$ cat src/rtl/watch_pkg.sv
// Shared widths, FSM encoding and digit helpers for the watch datapath
// BCD/binary converters.
package watch_pkg;

  localparam int BCD_W    = 4;
  localparam int BIN_W    = 7;
  localparam int RDD_ITER = 7;
  localparam int BCD_MAX  = 9;
  localparam int WORK_W   = 2*BCD_W + BIN_W;
  localparam int CNT_W    = 3;

  typedef enum logic [1:0] {
    S_IDLE,
    S_SHIFT,
    S_FIN,
    S_FAIL
  } rdd_state_t;

  function automatic logic digit_ok(input logic [BCD_W-1:0] d);
    return d <= BCD_W'(BCD_MAX);
  endfunction

endpackage

$ cat src/rtl/bcd2hex_step.sv
// One reverse double-dabble iteration on the {H, L, B} work register:
// shift right by one, then pull 3 back out of any nibble that reached 8.
module bcd2hex_step
  import watch_pkg::*;
(
  input  logic [WORK_W-1:0] din,
  output logic [WORK_W-1:0] dout
);

  logic [WORK_W-1:0] sh;
  logic [BCD_W-1:0]  h;
  logic [BCD_W-1:0]  l;

  always_comb begin
    sh = din >> 1;
    h  = sh[WORK_W-1 -: BCD_W];
    l  = sh[BIN_W +: BCD_W];
    if (h >= BCD_W'(8)) h = h - BCD_W'(3);
    if (l >= BCD_W'(8)) l = l - BCD_W'(3);
    dout = {h, l, sh[BIN_W-1:0]};
  end

endmodule

$ cat src/rtl/bcd2hex.sv
// Sequential two-digit BCD to binary converter (reverse double-dabble,
// one iteration per clock) with a start/done handshake.
module bcd2hex
  import watch_pkg::*;
(
  input  logic             clk,
  input  logic             rst,
  input  logic             start,
  input  logic [BCD_W-1:0] bcd_h,
  input  logic [BCD_W-1:0] bcd_l,
  output logic             busy,
  output logic             done,
  output logic             err,
  output logic [BIN_W-1:0] dout
);

  rdd_state_t        state;
  rdd_state_t        state_nxt;
  logic [WORK_W-1:0] work;
  logic [WORK_W-1:0] work_step;
  logic [CNT_W-1:0]  cnt;
  logic              ld;
  logic              stepping;
  logic              fin;
  logic              fail;

  bcd2hex_step u_step (
    .din  (work),
    .dout (work_step)
  );

  always_ff @(posedge clk or negedge rst) begin
    if (!rst) state <= S_IDLE;
    else      state <= state_nxt;
  end

  always_comb begin
    state_nxt = state;
    case (state)
      S_IDLE:  if (start) state_nxt = (digit_ok(bcd_h) && digit_ok(bcd_l)) ? S_SHIFT : S_FAIL;
      S_SHIFT: if (cnt == CNT_W'(RDD_ITER-1)) state_nxt = S_FIN;
      S_FIN:   state_nxt = S_IDLE;
      S_FAIL:  state_nxt = S_IDLE;
      default: state_nxt = S_IDLE;
    endcase
  end

  always_comb begin
    ld       = (state == S_IDLE) && start;
    stepping = (state == S_SHIFT);
    fin      = (state == S_FIN);
    fail     = (state == S_FAIL);
  end

  // Handshake outputs are registered: done/err/dout update on the edge that leaves FIN/FAIL.
  always_ff @(posedge clk or negedge rst) begin
    if (!rst) begin
      work <= '0;
      cnt  <= '0;
      busy <= 1'b0;
      done <= 1'b0;
      err  <= 1'b0;
      dout <= '0;
    end else begin
      done <= 1'b0;
      if (ld) begin
        work <= {bcd_h, bcd_l, {BIN_W{1'b0}}};
        cnt  <= '0;
        busy <= 1'b1;
        err  <= 1'b0;
      end
      if (stepping) begin
        work <= work_step;
        cnt  <= cnt + CNT_W'(1);
      end
      if (fin) begin
        dout <= work[BIN_W-1:0];
        done <= 1'b1;
        err  <= 1'b0;
        busy <= 1'b0;
      end
      if (fail) begin
        dout <= '0;
        done <= 1'b1;
        err  <= 1'b1;
        busy <= 1'b0;
      end
    end
  end

endmodule

$ cat config.mk
export PLATFORM = sky130hd
export DESIGN_NAME = bcd2hex
export DESIGN_NICKNAME = d
export VERILOG_FILES = /design/src/rtl/watch_pkg.sv /design/src/rtl/bcd2hex_step.sv /design/src/rtl/bcd2hex.sv
export SDC_FILE = /design/constraint.sdc
export NUM_CORES = 1
export LEC_CHECK = 0
export ABC_AREA = 1
export CAP_MARGIN = 5
export CORE_ASPECT_RATIO = 0.5
export CORE_MARGIN = 4
export CORE_UTILIZATION = 40
export DETAILED_ROUTE_END_ITERATION = 10
export GPL_TIMING_DRIVEN = 1
export SLEW_MARGIN = 10
export SYNTH_ARGS = -nofsm -noshare
export SYNTH_HDL_FRONTEND = slang
export SYNTH_SLANG_ARGS = --single-unit
export TNS_END_PERCENT = 5
$ cat constraint.sdc
create_clock -name clk -period 1.9 [get_ports clk]
set_clock_uncertainty 0.1 [all_clocks]
set_input_delay 0.57 -clock clk [delete_from_list [all_inputs] [get_ports clk]]
set_output_delay 0.57 -clock clk [all_outputs]
set_load 0.1 [all_outputs]
# After elaboration in Yosys (flattened, before gate mapping)
# Cells that the tools add are included.
word_totals:
  reg_bits: 30
  inputBits: 11
  out_inout_bits: 10
  word_cells: 48
op_classes:
  add_sub_neg: 3
  magnitude_cmp: 4
  n_eq_ne: 6
  mux: 20
  reduce_logical: 8
op_table:
  columns: ["op", "count"]
  rows:
  - ["$mux 15", 2]
  - ["$mux 7", 2]
  - ["$le 4x4->1 const B", 2]
  - ["$mux 1", 8]
  - ["$mux 4", 2]
  - ["$mux 2", 3]
  - ["$mux 3", 2]
  - ["$pmux 2 s3", 1]
  - ["$eq 2x2->1 const B", 2]
  - ["$ge 3x4->1 const B", 1]
  - ["$ge 4x4->1 const B", 1]
  - ["$reduce_bool 2->1", 2]
  - ["$sub 3x2->4 const B", 1]
  - ["$sub 4x2->4 const B", 1]
  - ["$add 3x1->3 const B", 1]
  - ["$eq 3x3->1 const B", 1]
  - ["$reduce_bool 3->1", 1]
  - ["$eq 2x1->1 const B", 1]
  - ["$logic_and 1x1->1", 2]
  - ["$logic_not 2->1", 1]
  - ["$ne 2x1->1 const B", 1]
  - ["$ne 2x2->1 const B", 1]
  - ["$reduce_and 2->1", 1]
  - ["$reduce_or 2->1", 1]

# Depth between registers and ports, before layout
logic_depth:
  depth_word: 5
  depth_mapped: 8
  depth_no_buf: 8

# By module
# A second synthesis with hierarchy kept.
hier_totals:
  hier_cells: 164
  area_unflattened_um2: 1481.4
by_module_without_submodules:
  columns: ["module", "n_inst", "cells_per_inst", "area_per_inst_um2", "seq_area_each_um2"]
  rows:
  - ["bcd2hex", 1, 136, 1306.3, 750.7]
  - ["bcd2hex_step", 1, 28, 175.2, 0.0]

# Worst setup path after synthesis
# No wires, ideal clock.
synth_timing:
  path_kind: "reg-to-output"
  start: "register err"
  end: "output err"
  arrival_ps: 898
  required_time_ps: 1230
  slack_ps: 332
  path_stages_with_launch: 1
  n_path_buf: 0
  cell_sequence: "dfrtp_1"
synth_lines:
  columns: ["item", "line", "text"]
  rows:
  - ["start: declaration", "bcd2hex.sv:13", "output logic err,"]
  - ["start signal: assignment", "bcd2hex.sv:62", "err <= 1'b0;"]
  - ["start signal: assignment", "bcd2hex.sv:70", "err <= 1'b0;"]
  - ["start signal: assignment", "bcd2hex.sv:79", "err <= 1'b0;"]
# No word-level cell between the ends.

# Worst setup path in the final report
layout_timing:
  start: "register err"
  end: "output err"
# No word-level cell between the ends.

==> impl_metrics.ini <==
[critical_path]
rr_worst_depth = 5
cp_num_buf_inv = 1
start_kind = flop
rr_startpoint = state[1]
worstPathMaxFanout = 2
max_stage_delay_ns = 0.41
rr_endpoint = work[13]
cp_num_cells = 1
endpoint = err
critPathKind = reg2out
required_ns = 1.23
endpoint_kind = output port
crit_chain = buf_12
path_delay_family = flip-flops
ff2ff_setup_slack_ns = 0.44
startpoint = err
worstPathArrival_ns = 0.87
slowest_stage = dfrtp_1

[global_route]
antenna_found_initial = 0
top_usage_layer = met2
grt_overflow_total = 0
grt_max_degree = 31
gr-usage-met1_pct = 19.7
grt_use_total_pct = 14.8
grt_use_met2_pct = 21.4
grt_pass1_vias = 1016
grt_pass1_wl_um = 4760
gr-usage-met3_pct = 4.75

[placement]
gp_congestion = 0.814
hpwl_um = 1950
portBuffers = 20

[finish]
final_cell_mix = nand2_1, dfrtp_1, inv_1, o21ai_0
fin_nets = 192
area_growth_pct = 35.0
n_antenna_cell = 0
layout_commonest_cell = nand2_1
drive_above_1_share_pct = 14.1

[synth]
synth.avg_cell_area_um2 = 8.82
syn_inst = 150
ys_seq_area_share_pct = 56.8
synth-warning-count = 0
synth_area_leader_cell = dfrtp_1
synth_area_um2 = 1320
synth_top_area_share_pct = 56.8
ys_ff_latch = 30
yosysUniqueCellTypes = 18
synth_nets = 165
netlist_top_cells_area = dfrtp_1, nand2_1, o21ai_0

[timing]
hold_viol = 0
tightest_slew_ns = 0.385
slew_viol_final = 0
fin_hold_ws_ns = 0.389
rsz0062_at_grt = false
finalSetupTns_ns = 0
max_clock_freq_mhz = 650
relSlewSlack_pct = 74.3
fin_crit_sh_pct = 81.0
setup_viol = 0
period_minus_slack_ns = 1.54

[floorplan]
die_w_um = 89.3
die-area_um2 = 4350
coreArea_um2 = 3080
pin_count = 21
start_util_pct = 42.9
row_count = 14
die_y_um = 48.7

[clock_tree]
clkLatencyLatePin_ns = 0.28
cts_resized = 0
cts_root_buffer = clkbuf_8
cts_max_path_buffers = 2
cts_sinks = 30
numCtsBuffers = 5
post_cts_buffers = 0
cts-hold-fix-buffers = 0
cts_tree = yes
path_clk_slew_ns = 0.06
htreeDepth = 2

[status]
outcome = finished, final reports clean

[drt]
wl_per_cell_um = 13.0
drt-total-wl_um = 2820
drtIter0Drc = 62
drc = 0
drtAntennaViolNets = 0
dr.pass1.iters = 4
drt-vias-per-instance = 4.84
via_count = 1051

[flow_run]
drv_cap = 0

[worst_hold_path]
hold_class = reg2reg
flip-flops by register name (all words and copies together) (netlist names):
register / cells
dout: 7
cnt: 3
busy: 1
work: 15
state: 2
done: 1
err: 1
stage by stage:
stage	util (%)	instance area [um2]	cells	setup WS [ns]
2_1_floorplan	-	1320	150	0.332
3_3_place_gp	54.3	1670	210	0.112
3_5_place_dp	54.3	1670	210	0.0863
4_1_cts	57.9	1790	217	0.351
5_1_grt	57.9	1790	217	0.289
6_report	57.9	1790	217	0.361
synth_stat cells, drive strengths merged:
cell	instances
ha	4
a21oi	3
o211a	1
nand3	8
dfrtp	30
o22ai	6
nor2	4
buf	2
nand2	53
inv	19
clkbuf	1
o21ai	19
cell type report:
| cell class | instances | area, um2 |
|---|---|---|
| fill | 265 | 1300 |
| sequential | 30 | 751 |
| multi-input combinational | 98 | 478 |
| timing repair buffer | 23 | 323 |
| clock buffer | 6 | 82.6 |
| inverter | 19 | 71.3 |
| tap | 40 | 50.0 |
| clock inverter | 1 | 30.0 |
logic make-up (layout without fill, tap and decap cells):
logic type	Yosys count	count (layout)	synth area share, %
and+or+nand+nor	65	65	19.6
AOI/OAI and AO/OA	29	29	12.8
adders and majority gates	4	4	3.78
DFF	30	30	56.8
buffers and inverters	22	49	7.10
worst min-delay path by stage:
stage / start / end / slack [ns] / cells past startpoint
floorplan: rst / busy / 0.17 / 0
global placement: work[13] / work[13] / 0.37 / 2
detailed placement: work[13] / work[13] / 0.37 / 2
CTS: work[13] / work[13] / 0.39 / 2
global route: work[13] / work[13] / 0.42 / 2
finish: work[13] / work[13] / 0.39 / 2
routing by layer:
metal / vias to the layer above / share of wire [%]
met4: 0 / 1.3
met5: - / 0
met1: 492 / 47
met3: 3 / 5.1
li1: 526 / -
met2: 30 / 46
Power is not shown: default switching activity piles up to over one toggle a cycle in this logic, so the estimate is an artifact.
